<file path="config.mk">
export PLATFORM = sky130hd
export DESIGN_NAME = fifo_sc_param
export DESIGN_NICKNAME = d
export VERILOG_FILES = /design/src/rtl/fifo_pkg.sv /design/src/rtl/fifo_ram.sv /design/src/rtl/fifo_sc_param.sv
export SDC_FILE = /design/constraint.sdc
export NUM_CORES = 1
export LEC_CHECK = 0
export CAP_MARGIN = 20
export CORE_UTILIZATION = 50
export DETAILED_ROUTE_END_ITERATION = 8
export GPL_ROUTABILITY_DRIVEN = 1
export PLACE_DENSITY = 0.68
export SLEW_MARGIN = 20
export SYNTH_ARGS = -nofsm -noshare
export SYNTH_HDL_FRONTEND = slang
export SYNTH_SLANG_ARGS = --single-unit
</file>
<file path="constraint.sdc">
create_clock -name clk -period 2.74 [get_ports clk]
set_input_delay 0.274 -clock clk [delete_from_list [all_inputs] [get_ports clk]]
set_output_delay 0.274 -clock clk [all_outputs]
set_load 0.01 [all_outputs]
</file>
<file path="src/rtl/fifo_pkg.sv">
// Shared constants and elaboration-time helpers for the single-clock FIFO family.
package fifo_pkg;

  // Read-mode selector values for the FWFT parameter
  localparam int MODE_REG  = 0;
  localparam int MODE_FWFT = 1;

  // Ceiling log2, used to size pointers from the entry count
  function automatic int clog2(input int value);
    int result;
    result = 0;
    while ((1 << result) < value) result = result + 1;
    return result;
  endfunction

  // The fill level must represent 0..DEPTH inclusive, hence one extra bit
  function automatic int level_width(input int depth);
    return clog2(depth) + 1;
  endfunction

endpackage

</file>
<file path="src/rtl/fifo_ram.sv">
// Simple dual-port storage array for the FIFO.
// Registered read port for the classic mode, asynchronous read port for first-word-fall-through.
module fifo_ram
  import fifo_pkg::*;
#(
  parameter int WIDTH = 9,
  parameter int DEPTH = 16,
  parameter int FWFT  = MODE_REG,
  parameter int AW    = clog2(DEPTH)
) (
  input  logic             clk,
  input  logic             rst_n,
  input  logic             we,
  input  logic [AW-1:0]    waddr,
  input  logic [WIDTH-1:0] wdata,
  input  logic             re,
  input  logic [AW-1:0]    raddr,
  output logic [WIDTH-1:0] rdata
);

  logic [WIDTH-1:0] mem [DEPTH];

  // Storage is written on the clock edge; contents are left unreset on purpose
  always_ff @(posedge clk) begin
    if (we) mem[waddr] <= wdata;
  end

  generate
    if (FWFT == MODE_FWFT) begin : g_async_read
      // The head word is visible without waiting for a clock
      assign rdata = mem[raddr];
    end else begin : g_sync_read
      // The output register only moves on an accepted read so the last word is held
      always_ff @(posedge clk or negedge rst_n) begin
        if (!rst_n) rdata <= '0;
        else if (re) rdata <= mem[raddr];
      end
    end
  endgenerate

endmodule

</file>
<file path="src/rtl/fifo_sc_param.sv">
// Parametrised single-clock FIFO between wavelet lift stages and the row/column buffers.
// Holds pointers, fill level, registered status flags and sticky error flags; storage is in fifo_ram.
module fifo_sc_param
  import fifo_pkg::*;
#(
  parameter int WIDTH    = 9,
  parameter int DEPTH    = 16,
  parameter int FWFT     = MODE_REG,
  parameter int AF_LEVEL = DEPTH - 2,
  parameter int AE_LEVEL = 2
) (
  input  logic                          clk,
  input  logic                          rst_n,
  input  logic                          clr,
  input  logic                          enw,
  input  logic [WIDTH-1:0]              datain,
  input  logic                          enr,
  output logic [WIDTH-1:0]              dataout,
  output logic                          empty,
  output logic                          full,
  output logic                          afull,
  output logic                          aempty,
  output logic [level_width(DEPTH)-1:0] level,
  output logic                          ovf,
  output logic                          udf
);

  localparam int AW = clog2(DEPTH);
  localparam int LW = level_width(DEPTH);
  localparam logic [LW-1:0] DEPTH_L = LW'(DEPTH);
  localparam logic [LW-1:0] AF_L    = LW'(AF_LEVEL);
  localparam logic [LW-1:0] AE_L    = LW'(AE_LEVEL);

  logic [AW-1:0]    wr_ptr;
  logic [AW-1:0]    rd_ptr;
  logic             wr_ok;
  logic             rd_ok;
  logic [LW-1:0]    level_nxt;
  logic [WIDTH-1:0] ram_rdata;

  // A write into a full FIFO is still fine when a read frees a slot in the same cycle
  assign wr_ok = enw & (~full | enr);
  assign rd_ok = enr & ~empty;

  // Next fill level; a flush wins over any traffic in the same cycle
  always_comb begin
    level_nxt = level;
    if (clr)                 level_nxt = '0;
    else if (wr_ok & ~rd_ok) level_nxt = level + LW'(1);
    else if (rd_ok & ~wr_ok) level_nxt = level - LW'(1);
  end

  // Pointers, level, status flags (derived from the post-edge level) and sticky error flags
  always_ff @(posedge clk or negedge rst_n) begin
    if (!rst_n) begin
      wr_ptr <= '0;
      rd_ptr <= '0;
      level  <= '0;
      empty  <= 1'b1;
      full   <= 1'b0;
      afull  <= 1'b0;
      aempty <= 1'b1;
      ovf    <= 1'b0;
      udf    <= 1'b0;
    end else begin
      if (clr) begin
        wr_ptr <= '0;
        rd_ptr <= '0;
        ovf    <= 1'b0;
        udf    <= 1'b0;
      end else begin
        if (wr_ok)              wr_ptr <= wr_ptr + AW'(1);
        if (rd_ok)              rd_ptr <= rd_ptr + AW'(1);
        if (enw & full & ~enr)  ovf    <= 1'b1;
        if (enr & empty)        udf    <= 1'b1;
      end
      level  <= level_nxt;
      empty  <= (level_nxt == '0);
      full   <= (level_nxt == DEPTH_L);
      afull  <= (level_nxt >= AF_L);
      aempty <= (level_nxt <= AE_L);
    end
  end

  fifo_ram #(
    .WIDTH (WIDTH),
    .DEPTH (DEPTH),
    .FWFT  (FWFT),
    .AW    (AW)
  ) u_ram (
    .clk   (clk),
    .rst_n (rst_n),
    .we    (wr_ok & ~clr),
    .waddr (wr_ptr),
    .wdata (datain),
    .re    (rd_ok & ~clr),
    .raddr (rd_ptr),
    .rdata (ram_rdata)
  );

  generate
    if (FWFT == MODE_FWFT) begin : g_fwft_out
      logic [WIDTH-1:0] hold_q;

      // Remember whatever is currently shown so an empty FIFO keeps presenting the last word
      always_ff @(posedge clk or negedge rst_n) begin
        if (!rst_n) hold_q <= '0;
        else        hold_q <= dataout;
      end

      assign dataout = empty ? hold_q : ram_rdata;
    end else begin : g_reg_out
      assign dataout = ram_rdata;
    end
  endgenerate

endmodule

</file>
==> results.toml, run 1 <==
[finish]
area_delta_synth_final_pct = 15.99
drive_gt1_share_pct = 21.82
final_cells = 616
final_cell_mix = "144 x edfxtp_1, 36 x mux4_2, 33 x clkdlybuf4s50_1, 25 x dfrtp_1, 19 x buf_4"
layout_commonest_cell = "edfxtp_1"
n_antenna_cell = 0
final_nets = 449

[route]
ant_nets = 0
dr.pass1.iters = 4
totalWireLength_microns = 13160
drc = 0
viasPerCell = 5.722
vias = 3525
drtIter0Drc = 200
detail_route.wl_per_cell_microns = 21.37

[synthesis]
syn_area_sq_um = 7004
yosys.area_share.simple_pct = 6.520
ys_types = 44
synth_seq_cells = 172
ys_warn_count = 0
synth_compound_area_share_pct = 2.983
syn_inst = 376
synth_top_family_by_area = "multiplexers"
synth_edf_count = 144
synth_top_cell_by_area = "edfxtp_1"
yosys.area_share.adder_pct = 1.250
ys_seq_area_share_pct = 71.78
synth_ff_type = "edfxtp_1"
synth_mux_area_share_pct = 14.67
yosys-top-cells-area = "edfxtp_1 62%, mux4_2 12%, dfrtp_1 9.3%, mux2_2 1.4%, mux2i_1 1.4%"
ys_async_sr_fraction_pct = 16.28
synth_top_area_share_pct = 61.74
syn_avg_cell_area_sq_um = 18.63
syn_nets = 397
synth_xor_area_share_pct = 0.7503

[timing]
final_hold_viol_count = 0
relSlewSlack_pct = 56.17
worst_pin_slew_ns = 0.6554
setup_viol = 0
clock-skew-final_ns = 0.007820
period_share_pct = 74.71
fin_crit_ns = 2.047
fmax_mhz = 488.5
slew_viol_final = 0
grt_setup_unrepaired = "false"
setup_tns_ns = 0

[clocking]
clk_pin_slew_ns = 0.06
cts_sinks = 172
cts_tree = "built"
post_cts_buffers = 0
cts_buffers = 17
clock_latency_ns = 0.42
ctsHoldBuffers = 0
cts_resized = 0
htreeDepth = 4
cts.path.max_buffers = 2
root_buffer = "clkbuf_16"

[floorplan]
die_y_microns = 120.4
core.rowCount = 42
io_pins = 34
start_util_pct = 52.06
die_area_sq_um = 14490
core-area_sq_um = 13450
dieWidth_microns = 120.4

[grt]
globalRoute.totalOverflow = 0
grt_pass1_wl_microns = 20850
grt_max_degree = 29
antenna_found_initial = 0
grt_pass1_vias = 3746
grt_use_total_pct = 20.26

[worst_setup_path]
r2r_setup_slack_ns = 0.69
reg2regPathDepth = 7
arrival_ns = 2.38
cp.required_ns = 3.07
regToRegEndpoint = "empty"
path_class = "reg -> reg"
r2r-start = "level[0]"
startpoint_type = "register"
cp-end-kind = "register"
crit_path_max_fanout = 7

[pwr]
p_per_area_nw_per_um2 = 810.8
leakage_nw = 2.714
peakVddDrop_uv = 490.8

[min_path]
hp-class = "in -> async"

[placement]
port_buffers = 33
gp_congestion = 0.8379
hpwl_microns = 8787
dpl.cell_count = 585

[status]
status = "finished clean"

[job]
cap_violations = 0
worst max-delay path by stage:
stage | startpoint | endpoint | slack, ns | depth (start not counted)
after floorplan | rd_ptr[0] | u_ram.rdata[0] | 0.82 | 6
after detailed placement | enw | u_ram.mem[14][8] | 0.25 | 5
after global placement | enw | u_ram.mem[14][2] | 0.28 | 5
final | level[0] | empty | 0.69 | 7
after global routing | enw | u_ram.mem[14][7] | 0.49 | 5
after CTS | level[0] | empty | 0.66 | 7
sequential cells by signal (all words and copies together) (netlist names):
signal,count
full,1
u_ram.mem,144
empty,1
ovf,1
level,5
wr_ptr,4
aempty,1
afull,1
udf,1
u_ram.rdata,9
rd_ptr,4
synthesized netlist by cell type, types with 2 or more instances:
cell,n
edfxtp_1,144
mux4_2,36
dfrtp_1,26
nor2_1,18
nor3_1,15
mux2i_1,10
nand2_1,10
a221o_1,9
and2_1,9
inv_1,9
mux2_2,9
buf_2,7
clkbuf_1,7
ha_1,7
a21oi_1,6
and3_1,5
nand3_1,4
nand4_1,4
nor2b_1,4
xnor2_1,4
a211oi_1,3
buf_6,3
buf_1,2
dfstp_2,2
nor4_1,2
o21ai_0,2
xor2_1,2
area by class of cell:
cell class                 instances  area [sq um]
inverter                           9         33.78
tap                              176         220.2
fill                            1031          5329
timing repair buffer              53         493.0
multi-input combinational        175          1833
clock inverter                    11         78.83
sequential                       172          5029
clock buffer                      20         436.7
metal layers:
layer  GRT usage (%)  up-vias  share of wire [%]  wire (microns)
met2           32.51       91                 50            6600
met4           8.642        0                1.7             220
met1           27.00     1820                 44            5801
met3           4.387       15                4.1             540
met5               0        -                  0               0
li1                -     1599                  -               -
per-stage QoR:
stage / util (%) / total power, mW / worst slack (ns) / area (sq um) / hold slack [ns]
6_report: 60.39 / 6.587 / 0.6928 / 8124 / 0.2330
5_1_grt: 60.39 / 6.847 / 0.4884 / 8124 / 0.2796
4_1_cts: 60.39 / 6.656 / 0.6571 / 8124 / 0.2277
3_5_place_dp: 56.56 / 4.534 / 0.2455 / 7609 / 0.4919
3_3_place_gp: 56.56 / 4.515 / 0.2841 / 7609 / 0.4993
2_1_floorplan: - / 3.996 / 0.8200 / 7004 / -0.02159
worst max-delay path, stage by stage (launching register included):
cell	delay, ns
dfrtp_1	0.45
inv_1	0.09
ha_1	0.14
nor3b_1	0.25
a21oi_1	0.09
a221oi_2	0.35
mux2_4	0.36
nor4_1	0.23
report_power, final:
part | total, mW | leakage [nW] | internal, mW | switching, mW
Sequential | 3.16 | 1.66 | 3.00 | 0.156
Combinational | 1.30 | 0.807 | 0.727 | 0.576
Clock | 2.12 | 0.249 | 1.22 | 0.903
cells by family (layout without fill, tap and decap cells):
family | after synthesis | count (layout)
buffers and inverters | 29 | 93
adder cells (fa/ha/maj) | 7 | 7
AO/OA/AOI/OAI | 25 | 25
multiplexers | 56 | 56
flip-flops | 172 | 172
XOR/XNOR | 6 | 6
AND/OR/NAND/NOR | 81 | 81
Note: power is estimated with default switching activity, not from simulation.
==> run 2, diff against run 1 <==
- clock period: 2.74 -> 2 ns (I/O delays scaled with it)
==> run 2 against run 1 <==
Net effect: die area is the same; flip-flop and latch count is the same; non-clock buffer count grew 30; maximum frequency grew 3.7%; cell area grew 5.7%; clock skew grew 0.0039 ns; critical path type unchanged.
==> results.toml, run 2 (same netlist as run 1, synthesis figures left out) <==
[finish]
n_antenna_cell = 0
largest_reg_flops = 144
postLayoutCellArea_sq_um = 8584
regMostFlops = "u_ram.mem"
layout_commonest_cell = "edfxtp_1"
ff_latch_area_sq_um = 5029
area_delta_synth_final_pct = 22.56
fillers = 988
final_cell_mix = "144 x edfxtp_1, 36 x mux4_2, 35 x buf_4, 33 x clkdlybuf4s50_1, 25 x dfrtp_1"
top_regs = "u_ram.mem: 144 flops, u_ram.rdata: 9 flops, level: 5 flops"
drive_gt1_share_pct = 29.30
final_cells = 647
multiInputGateArea_sq_um = 1843
final_nets = 479

[route]
drc = 0
vias = 3653
totalWireLength_microns = 13620
dr.pass1.iters = 4
ant_nets = 0
drtIter0Drc = 274
detail_route.wl_per_cell_microns = 21.05
viasPerCell = 5.646

[floorplan]
dieWidth_microns = 120.4
io_pins = 34
die_area_sq_um = 14490
die_y_microns = 120.4
core-area_sq_um = 13450
start_util_pct = 52.06
core.rowCount = 42

[job]
cap_violations = 0

[timing]
relSlewSlack_pct = 57.74
slew_viol_final = 0
grt_setup_unrepaired = "true"
period_share_pct = 98.69
fmax_mhz = 506.7
final_hold_viol_count = 0
clock-skew-final_ns = 0.01168
fin_crit_ns = 1.974
setup_viol = 0
worst_pin_slew_ns = 0.6315

[placement]
dpl_cell_area_sq_um = 8009
hpwl_microns = 8950
dpl.cell_count = 615
gp_congestion = 0.8519
port_buffers = 33

[clocking]
root_buffer = "clkbuf_16"
ctsHoldBuffers = 0
cts_buffers = 17
post_cts_buffers = 0
cts_tree = "built"
cts_sinks = 172
clk_pin_slew_ns = 0.06
clock_latency_ns = 0.43
cts.path.max_buffers = 2
htreeDepth = 4

[worst_setup_path]
crit_path_max_fanout = 4
path_class = "reg -> reg"
arrival_ns = 2.31
cp-end-kind = "register"
cp_top_family = "simple AND/OR/NAND/NOR gates"
r2r_setup_slack_ns = 0.03
crit_slowest_cell = "dfrtp_1"
path_cells = "ha_1 -> and4_1 -> a211oi_1 -> mux2i_1 -> nand3_2 -> nor4b_4"
crit_path_max_incr_delay_ns = 0.43
cp.required_ns = 2.34
critPathBufInv = 0
startpoint_type = "register"

[pwr]
peakVddDrop_uv = 637.5
p_per_area_nw_per_um2 = 1094
leakage_nw = 2.936

[grt]
grt_use_total_pct = 21.22
globalRoute.totalOverflow = 0
grt_pass1_wl_microns = 21730
grt_pass1_vias = 3963
antenna_found_initial = 0
grt_max_degree = 29

[status]
status = "finished clean"

[min_path]
hp-class = "in -> async"
-- run 2: timing repair --
action	4_1_cts	5_1_grt
setup endpoints to repair	3	4
resized for setup	2	0
cloned	0	0
hold endpoints to repair	0	0
pin swaps	0	1
-- run 2: power by group --
part | total, mW | internal, mW | leakage, nW | switching [mW]
combinational | 1.99 | 1.13 | 1.01 | 0.858
sequential | 4.31 | 4.11 | 1.66 | 0.194
clock | 3.10 | 1.73 | 0.267 | 1.37
-- run 2: layout make-up --
type,instances,share of cell area [%]
tap,176,2.565
clock inverter,15,1.632
clock buffer,17,4.956
timing repair buffer,83,10.41
multi-input combinational,175,21.47
sequential,172,58.58
inverter,9,0.3935
-- run 2: per-stage QoR --
step | setup TNS [ns] | hold WS (ns) | power (mW) | setup slack [ns] | util, %
2_1_floorplan | 0 | -0.09559 | 5.474 | 0.07995 | -
3_3_place_gp | -4.547 | 0.4947 | 6.337 | -0.1781 | 59.53
3_5_place_dp | -6.197 | 0.4936 | 6.378 | -0.1798 | 59.53
4_1_cts | 0 | 0.1509 | 9.507 | 0.01359 | 63.81
5_1_grt | -0.1316 | 0.1802 | 9.786 | -0.05936 | 63.81
6_report | 0 | 0.1558 | 9.395 | 0.02626 | 63.81
-- run 2: layer usage --
metal	vias up	track usage, %	wire length (microns)
li1	1665	-	-
met1	1878	28.29	5963
met2	95	33.69	6800
met3	15	5.896	679
met4	0	7.562	178
met5	-	0	0
-- run 2: path summary, 6_finish.rpt --
path / start / endpoint / depth (start not counted)
max: level[0] / full / 6
min: rst_n / udf / 2
max reg2reg: level[0] / full / 6
min reg2reg: udf / udf / 2
max in group asynchronous: rst_n / empty / 2
min in group clk: clr / rd_ptr[1] / 2
-- run 2: worst register-to-register path, stage by stage, from the launching register on --
cell and delay [ns]:
dfrtp_1 0.43, ha_1 0.25, and4_1 0.20, a211oi_1 0.29
mux2i_1 0.29, nand3_2 0.14, nor4b_4 0.28
